[config.mk]
export PLATFORM = sky130hd
export DESIGN_NAME = piso_arbiter
export DESIGN_NICKNAME = d
export VERILOG_FILES = /design/src/rtl/piso_arbiter.sv
export SDC_FILE = /design/constraint.sdc
export NUM_CORES = 1
export LEC_CHECK = 0
export BUFFER_PORTS_ARGS = -buffer_cell sky130_fd_sc_hd__buf_2
export CORE_AREA = 2 2 132 134
export CTS_CLUSTER_DIAMETER = 80
export DETAILED_ROUTE_END_ITERATION = 12
export DIE_AREA = 0 0 134 136
export PLACE_DENSITY = 0.59
export SYNTH_ARGS = -nofsm -noshare
export SYNTH_HDL_FRONTEND = slang
export SYNTH_SLANG_ARGS = --single-unit
[constraint.sdc]
create_clock -name clk -period 2.4 [get_ports clk]
set_clock_uncertainty 0.05 [all_clocks]
set_input_delay 0.24 -clock clk [delete_from_list [all_inputs] [get_ports clk]]
set_output_delay 0.24 -clock clk [all_outputs]
set_load 0.005 [all_outputs]
[src/rtl/piso_arbiter.sv]
// piso_arbiter: round-robin controller sharing one PISO serializer among N_REQ requesters
// Ports:
//    clk       clock
//    rst       asynchronous active-high reset
//    req       per-requester request level
//    req_data  parallel words, requester i at [i*DEPTH*WIDTH +: DEPTH*WIDTH]
//    gnt       one-hot grant pulse (one cycle, coincides with piso_we)
//    piso_pi   registered word driven to the PISO parallel input
//    piso_we   PISO write-enable pulse
//    halt      shared PISO halt; a chunk shifts only on an edge with halt=0
//    busy      high from the grant cycle through the last shift
//    owner     index of the current or most recent grantee
//    done      one-cycle pulse after the last chunk has shifted
// Build option: define PISO_ARB_FIXED_PRIO_EN for fixed lowest-index priority
// (no rotating pointer); default is round-robin. Timing is the same in both modes.
module piso_arbiter #(
   parameter int N_REQ = 4,
   parameter int DEPTH = 8,
   parameter int WIDTH = 8,
   localparam int OWNER_W = $clog2(N_REQ)
) (
   input  logic                         clk,
   input  logic                         rst,
   input  logic [N_REQ-1:0]             req,
   input  logic [N_REQ*DEPTH*WIDTH-1:0] req_data,
   output logic [N_REQ-1:0]             gnt,
   output logic [DEPTH*WIDTH-1:0]       piso_pi,
   output logic                         piso_we,
   input  logic                         halt,
   output logic                         busy,
   output logic [OWNER_W-1:0]           owner,
   output logic                         done
);
   localparam int DW = DEPTH * WIDTH;
   localparam int CW = $clog2(DEPTH + 1);
   typedef enum logic [1:0] {IDLE, LOAD, SHIFT} state_t;
   state_t             state;
   logic [CW-1:0]      cnt;
   logic [OWNER_W-1:0] sel;
`ifndef PISO_ARB_FIXED_PRIO_EN
   logic [OWNER_W-1:0] ptr;
`endif
   always_comb begin
`ifdef PISO_ARB_FIXED_PRIO_EN
      sel = '0;
      for (int i = N_REQ - 1; i >= 0; i--)
         if (req[i]) sel = OWNER_W'(i);
`else
      int                 j;
      logic [OWNER_W-1:0] k;
      sel = '0;
      j = 0;
      k = '0;
      // scan downward so the set bit nearest ptr (upward, wrapping) is assigned last and wins
      for (int i = N_REQ - 1; i >= 0; i--) begin
         j = int'(ptr) + i;
         if (j >= N_REQ) j = j - N_REQ;
         k = OWNER_W'(j);
         if (req[k]) sel = k;
      end
`endif
   end
   always_ff @(posedge clk or posedge rst) begin
      if (rst) begin
         state   <= IDLE;
         gnt     <= '0;
         piso_pi <= '0;
         piso_we <= 1'b0;
         busy    <= 1'b0;
         owner   <= '0;
         done    <= 1'b0;
         cnt     <= '0;
`ifndef PISO_ARB_FIXED_PRIO_EN
         ptr     <= '0;
`endif
      end else begin
         gnt     <= '0;
         piso_we <= 1'b0;
         done    <= 1'b0;
         case (state)
            IDLE: if (|req) begin
               piso_pi <= req_data[int'(sel)*DW +: DW];
               gnt     <= N_REQ'(1) << sel;
               piso_we <= 1'b1;
               owner   <= sel;
               busy    <= 1'b1;
               cnt     <= CW'(DEPTH);
`ifndef PISO_ARB_FIXED_PRIO_EN
               ptr     <= (int'(sel) == N_REQ - 1) ? '0 : sel + 1'b1;
`endif
               state   <= LOAD;
            end
            // PISO captures piso_pi on this edge; the counter starts moving on the next one
            LOAD: state <= SHIFT;
            SHIFT: if (!halt) begin
               cnt <= cnt - 1'b1;
               if (cnt == CW'(1)) begin
                  done  <= 1'b1;
                  busy  <= 1'b0;
                  state <= IDLE;
               end
            end
            default: state <= IDLE;
         endcase
      end
   end
endmodule

* Yosys cells after proc, flatten, opt, wreduce, memory -nomap -nowiden *
Index checks and enable logic that the tools add are counted.

storage, ports and cells
  memories kept = 0
  input port bits = 263
  register bits after elaboration = 81
  bits in read-only memories = 0
  bits in writable memories = 0
  word-level logic and storage cells = 77
  bits in latches = 0
  output and inout port bits = 73

cells by class
  multipliers = 0
  magnitude comparators = 8
  shift operators = 2
  reduce and logical (&&, ||, !) cells = 7
  $add $sub $neg = 9
  mux-type cells = 35
  div/mod/pow operators = 0
  equality and inequality tests = 7
  bitwise gates (word level) = 0

operator list
  kind                                                 count
  variable part select 256 x 9 -> 64 bit               1
  two-way mux 2 bit                                    12
  two-way mux 4 bit                                    4
  < comparator 2 x 3 -> 1 bit, second input constant   4
  two-way mux 1 bit                                    12
  >= comparator 3 bit, second input constant           3
  binary-select mux 1 bit (select 2 bit)               4
  one-hot mux 4 bit (2 select lines)                   1
  subtractor 2 x 1 -> 2 bit, second input constant     4
  adder 2 x 2 -> 3 bit, second input constant          2
  != test 2 bit, second input constant                 3
  one-hot mux 2 bit (3 select lines)                   1
  AND reduction 3 bit                                  2
  == test 2 x 1 -> 1 bit, second input constant        2
  == test 4 x 1 -> 1 bit, second input constant        1
  AND reduction 4 bit                                  1
  OR reduction 4 bit                                   1
  << shifter 1 x 2 -> 4 bit, first input constant      1
  subtractor 4 x 1 -> 4 bit, second input constant     1
  adder 2 x 1 -> 3 bit, second input constant          1
  >= comparator 2 x 3 -> 1 bit, second input constant  1
  adder 2 x 1 -> 2 bit, second input constant          1
  == test 2 bit, second input constant                 1
  zero test 2 bit                                      1
  other kinds (3)                                      3

* Longest topological paths before layout *
  word-level depth = 12
  mapped depth = 8
  mapped depth without buffers = 7

* Worst setup path after synthesis *
OpenSTA, ideal clock, no wires.

  kind = register to register
  start = register ptr[1]
  end = register piso_pi[27]
  slack = 590 ps
  clock period less this slack = 1810 ps
  path buffers = 2
  cell stages (with the launch flop) = 8
  data required time = 2220 ps
  arrival time = 1630 ps
  setup time = 130 ps
  cells stage by stage = dfrtp_1 or3b_1 o221ai_2 buf_6 buf_6 mux2i_1 o2bb2ai_1 a31oi_1

between the ends
  word-level cells in the longest chain between the ends = 10
  elaborated cells on any way between the ends = 28
  those cells by class = 7 x add/sub; 4 x order compare; 1 x shift; 16 x mux

ends and longest elaborated chain
  element                                                                  line  source
  start: declaration                                                       41    logic [OWNER_W-1:0] ptr;
  start signal: assignment                                                 89    ptr <= (int'(sel) == N_REQ - 1) ? '0 : sel + 1'b1;
  adder 2 x 2 -> 3 bit                                                     56    j = int'(ptr) + i;
  >= comparator 3 bit / subtractor 2 x 1 -> 2 bit (equally long branches)  57    if (j >= N_REQ) j = j - N_REQ;
  two-way mux 2 bit                                                        57
  binary-select mux 1 bit (select 2 bit)                                   59    if (req[k]) sel = k;
  two-way mux 1 bit (implied by the code)                                  59
  two-way mux 2 bit (3 in a row)                                           59
  two-way mux 2 bit *                                                      59
  variable part select 256 x 9 -> 64 bit *                                 82    piso_pi <= req_data[int'(sel)*DW +: DW];
  end signal: assignment                                                   82
  end: declaration                                                         27    output logic [DEPTH*WIDTH-1:0] piso_pi,

Every way passes the cells marked *; elsewhere a longest branch is shown, timed or not. The select of a mux whose other input is x is not followed.
A chain may end at the register's enable or synchronous reset.

* Worst setup path after layout *
  start = register ptr[1]
  end = register piso_pi[55]

The elaborated chain is that of the path after synthesis.

==> impl_summary.md <==
Outcome
The flow ran to the end, and the final reports show no timing, DRC or antenna violations.

Synth
Yosys mapped the design onto 34 distinct sky130hd cell types. The area share of the largest cell type after synthesis is 0.4320. A synthesized cell averages 9.365 sq um.

The post-synthesis net count is 767. The mapped cell area is 4692 sq um. Synthesis inferred 81 register bits. The Yosys warning count is 0.

Yosys attributes the largest share of cell area to dfrtp_1 43%, mux2i_1 14%, o2bb2ai_1 12%. The largest area contributor in the synthesized netlist is dfrtp_1. The proportion of synthesized chip area in sequential cells is 0.4320. The post-synthesis instance total is 501.

Floorplan
The floorplan has 48 rows. The width of the die is 134 um. The die covers 18220 sq um. The die is 136 um tall. The placeable core region is 16880 sq um. 336 I/O pins were placed. The initial utilization of the core area, before any placement, comes to 0.2780.

STA
Adding up every negative setup slack in the final design gives 0 ps. The final count of negative-setup-slack endpoints is 0. After layout, the worst setup slack is 329.3 ps.

Setup repair after global routing left no endpoint under its margin. The transition at the pin with the smallest max-transition slack is 516.0 ps. The tightest slew margin relative to the limit is 0.6560. The final period demand of the worst path is 2071 ps. Based on the critical path, the design can be clocked at up to 482.9 MHz.

The post-route fraction of the period consumed by the critical path is 0.8628. The final hold violation count is 0. The final number of max-transition violations is 0. Hold timing on the final database bottoms out at a slack of 92.58 ps.

Clocking
The root cell of the clock tree is clkbuf_16. In this run the deepest clock path goes through 2 buffers. The total of cells resized after clock tree synthesis is 0. Clock tree synthesis inserted a total of 9 buffers. In this run the number of H-tree levels came out at 3.

Clock latency on the worst-skew pair, taken at its later pin, is 350 ps. The clock-pin slew of the registers on the worst-case setup and hold paths is 70 ps. TritonCTS built the clock tree. Counting every sink on the clock net gives 81.

Drt
The routed via count is 5142. Once detail routing completed, the nets flagged for antenna violations numbered 0. After detailed routing, the number of remaining DRC violations is 0. Using the TritonRoute via totals, the vias-per-cell ratio works out to 4.879. For this run, the detailed router's first-pass iteration total came to 4. In the final routed layout, each cell accounts on average for 15.73 um. The number of DRC violations after detailed-routing iteration 0 is 206. Wires add up to 16580 um.

Cells and area
The filler cell count in the final layout is 1718. The layout net count is 1089. The area overhead of the layout relative to synthesis is 49.76%.

The fraction of final layout cells sized beyond drive strength 1 is 0.4553. The core utilization of the finished layout is 0.4164.

Critical path
The most numerous cell type found on the critical path is buf_12. The critical path endpoint category is a register. The setup path with the least slack is of type reg2reg. The most critical setup path has its startpoint at ptr[1].

The arrival time reported for the critical path endpoint is 2240 ps. Counting both buffers and inverters, the worst setup path holds a total of 2. The nature of the critical path startpoint is a register. Data on the critical path is required at its endpoint by 2570 ps. The source of the worst register-to-register timing path is ptr[1].

The signal on the critical path passes through or3b_1, o221ai_4, buf_12, buf_12, mux2i_1, o2bb2ai_1, a31oi_1. On the critical path, the stage with the largest delay is an instance of or3b_1. The largest fanout of any net on the critical path is 29. The delay of the slowest critical-path stage is 440 ps. The gate family responsible for the most delay along the worst path is buffers and inverters.

Hold path
The min-delay analysis places its worst path in the category in2reg. The startpoint of the tightest hold check path is req_data[246].

Pwr
The total power after layout is 8.030 mW. The worst-case vdd ir drop is 0.0005302 V. The leakage power summed over all cells is 3.528 nW. Power spread over the standard cell area amounts to 1143 nW/um^2.

Place
The placer congestion estimate is 0.8119. The worst slack at placement is 356.2 ps. The count of buffers inserted at the top-level ports is 335. The detailed-placement wirelength estimate is 12390 um.

Global routing
The global-route wire length before repair is 25700 um. The total routing usage reported by global routing is 0.1771. The via count of the first global-routing pass is 5107. The initial antenna violation count is 1. The maximum number of pins on one net before global-route repair is 53. The leftover overflow at the end of global routing is 0.

Job
The total of max-cap violations is 0.
==> stage by stage <==
stage / area, sq um / std cells
after detailed placement: 6688 / 1036
after floorplan: 4692 / 501
after global routing: 7027 / 1054
after CTS: 7024 / 1053
after global placement: 6688 / 1036
final: 7027 / 1054
==> layer usage <==
metal	routed length [um]	vias up	GRT usage
li1	-	2474	-
met1	6736	2425	0.2040
met2	8342	218	0.3191
met3	1185	25	0.04623
met4	313	0	0.05910
met5	0	-	0
==> worst min-delay path, stage by stage <==
cell     delay [ps]
buf_2            90
nand2_1          40
a31oi_1          70
==> cell usage in the layout (no fill, tap or decap), drive strengths merged, types with 2 or more instances in the layout <==
master,n
clkbuf,9
nand3,2
nor2,4
a31oi,64
bufinv,2
nor4,2
nand2,135
inv,12
a21oi,2
o2bb2ai,64
nor3,3
o21ai,5
nor2b,2
clkinv,2
buf,354
xnor2,2
ha,3
nand2b,2
dfrtp,81
mux2i,65
==> timing repair <==
item,in CTS,in global routing
hold buffers,1,0
endpoints found under the hold margin,11,0
setup buffers,0,0
==> registers in the layout (all words and copies together), names as in the netlist <==
| signal | flops |
|---|---|
| ptr | 2 |
| piso_we | 1 |
| busy | 1 |
| piso_pi | 64 |
| owner | 2 |
| state | 2 |
| cnt | 4 |
| done | 1 |
| gnt | 4 |
==> cells in the mapped netlist <==
| library cell | instances |
|---|---|
| or3_1 | 1 |
| xnor2_1 | 2 |
| a21boi_1 | 1 |
| nand2_1 | 135 |
| nor2_1 | 4 |
| mux2i_1 | 65 |
| clkbuf_1 | 10 |
| a21oi_1 | 1 |
| buf_4 | 7 |
| inv_2 | 2 |
| nand3_1 | 2 |
| or3b_1 | 1 |
| o21ai_0 | 5 |
| nor2b_1 | 2 |
| o21bai_1 | 1 |
| a31oi_1 | 64 |
| dfrtp_1 | 81 |
| a221o_1 | 1 |
| nand2b_1 | 2 |
| buf_1 | 4 |
| o221ai_2 | 1 |
| buf_6 | 4 |
| and2_1 | 1 |
| a21oi_2 | 1 |
| a21o_1 | 1 |
| and3b_1 | 1 |
| nor4_1 | 2 |
| buf_2 | 19 |
| or2_2 | 1 |
| ha_1 | 3 |
| inv_1 | 8 |
| o2bb2ai_1 | 64 |
| nor3_1 | 3 |
| nor4b_1 | 1 |
==> final cells by class <==
| type | count | area, sq um | share of cell area |
|---|---|---|---|
| Clock buffer | 9 | 225.2 | 0.03205 |
| Tap cell | 225 | 281.5 | 0.04006 |
| Multi-Input combinational cell | 366 | 2409 | 0.3428 |
| Inverter | 10 | 38.79 | 0.005520 |
| Sequential cell | 81 | 2027 | 0.2885 |
| Timing Repair Buffer | 355 | 1942 | 0.2764 |
| Clock inverter | 7 | 101.3 | 0.01442 |
| Antenna cell | 1 | 2.502 | 0.0003561 |
==> power by group <==
part	leakage (nW)	total (mW)	internal, mW	switching (mW)
clock	0.158	1.53	0.925	0.609
sequential	0.916	2.38	2.03	0.350
combinational	2.45	4.12	1.88	2.24
==> final timing paths <==
| path | endpoint | slack (ps) | depth (start not counted) |
|---|---|---|---|
| worst min-delay path | piso_pi[54] | 90 | 3 |
| max in group asynchronous | cnt[2] | 1200 | 4 |
| worst max register to register | piso_pi[55] | 330 | 7 |
| worst max-delay path | piso_pi[55] | 330 | 7 |
| worst min register to register | owner[1] | 440 | 1 |
| min in group asynchronous | piso_pi[49] | 320 | 3 |
==> cells by family (layout without fill, tap and decap cells) <==
kind of cell / after synthesis / in the layout / synth area share
XOR/XNOR: 2 / 2 / 0.003734
AND/OR/NAND/NOR: 156 / 156 / 0.1341
AO/OA/AOI/OAI: 140 / 140 / 0.2232
flip-flops: 81 / 81 / 0.4320
adder cells (fa/ha/maj): 3 / 3 / 0.008001
buffers and inverters: 54 / 381 / 0.06027
other: 0 / 1 / 0
multiplexers: 65 / 65 / 0.1387
(Power assumes the default switching activity.)
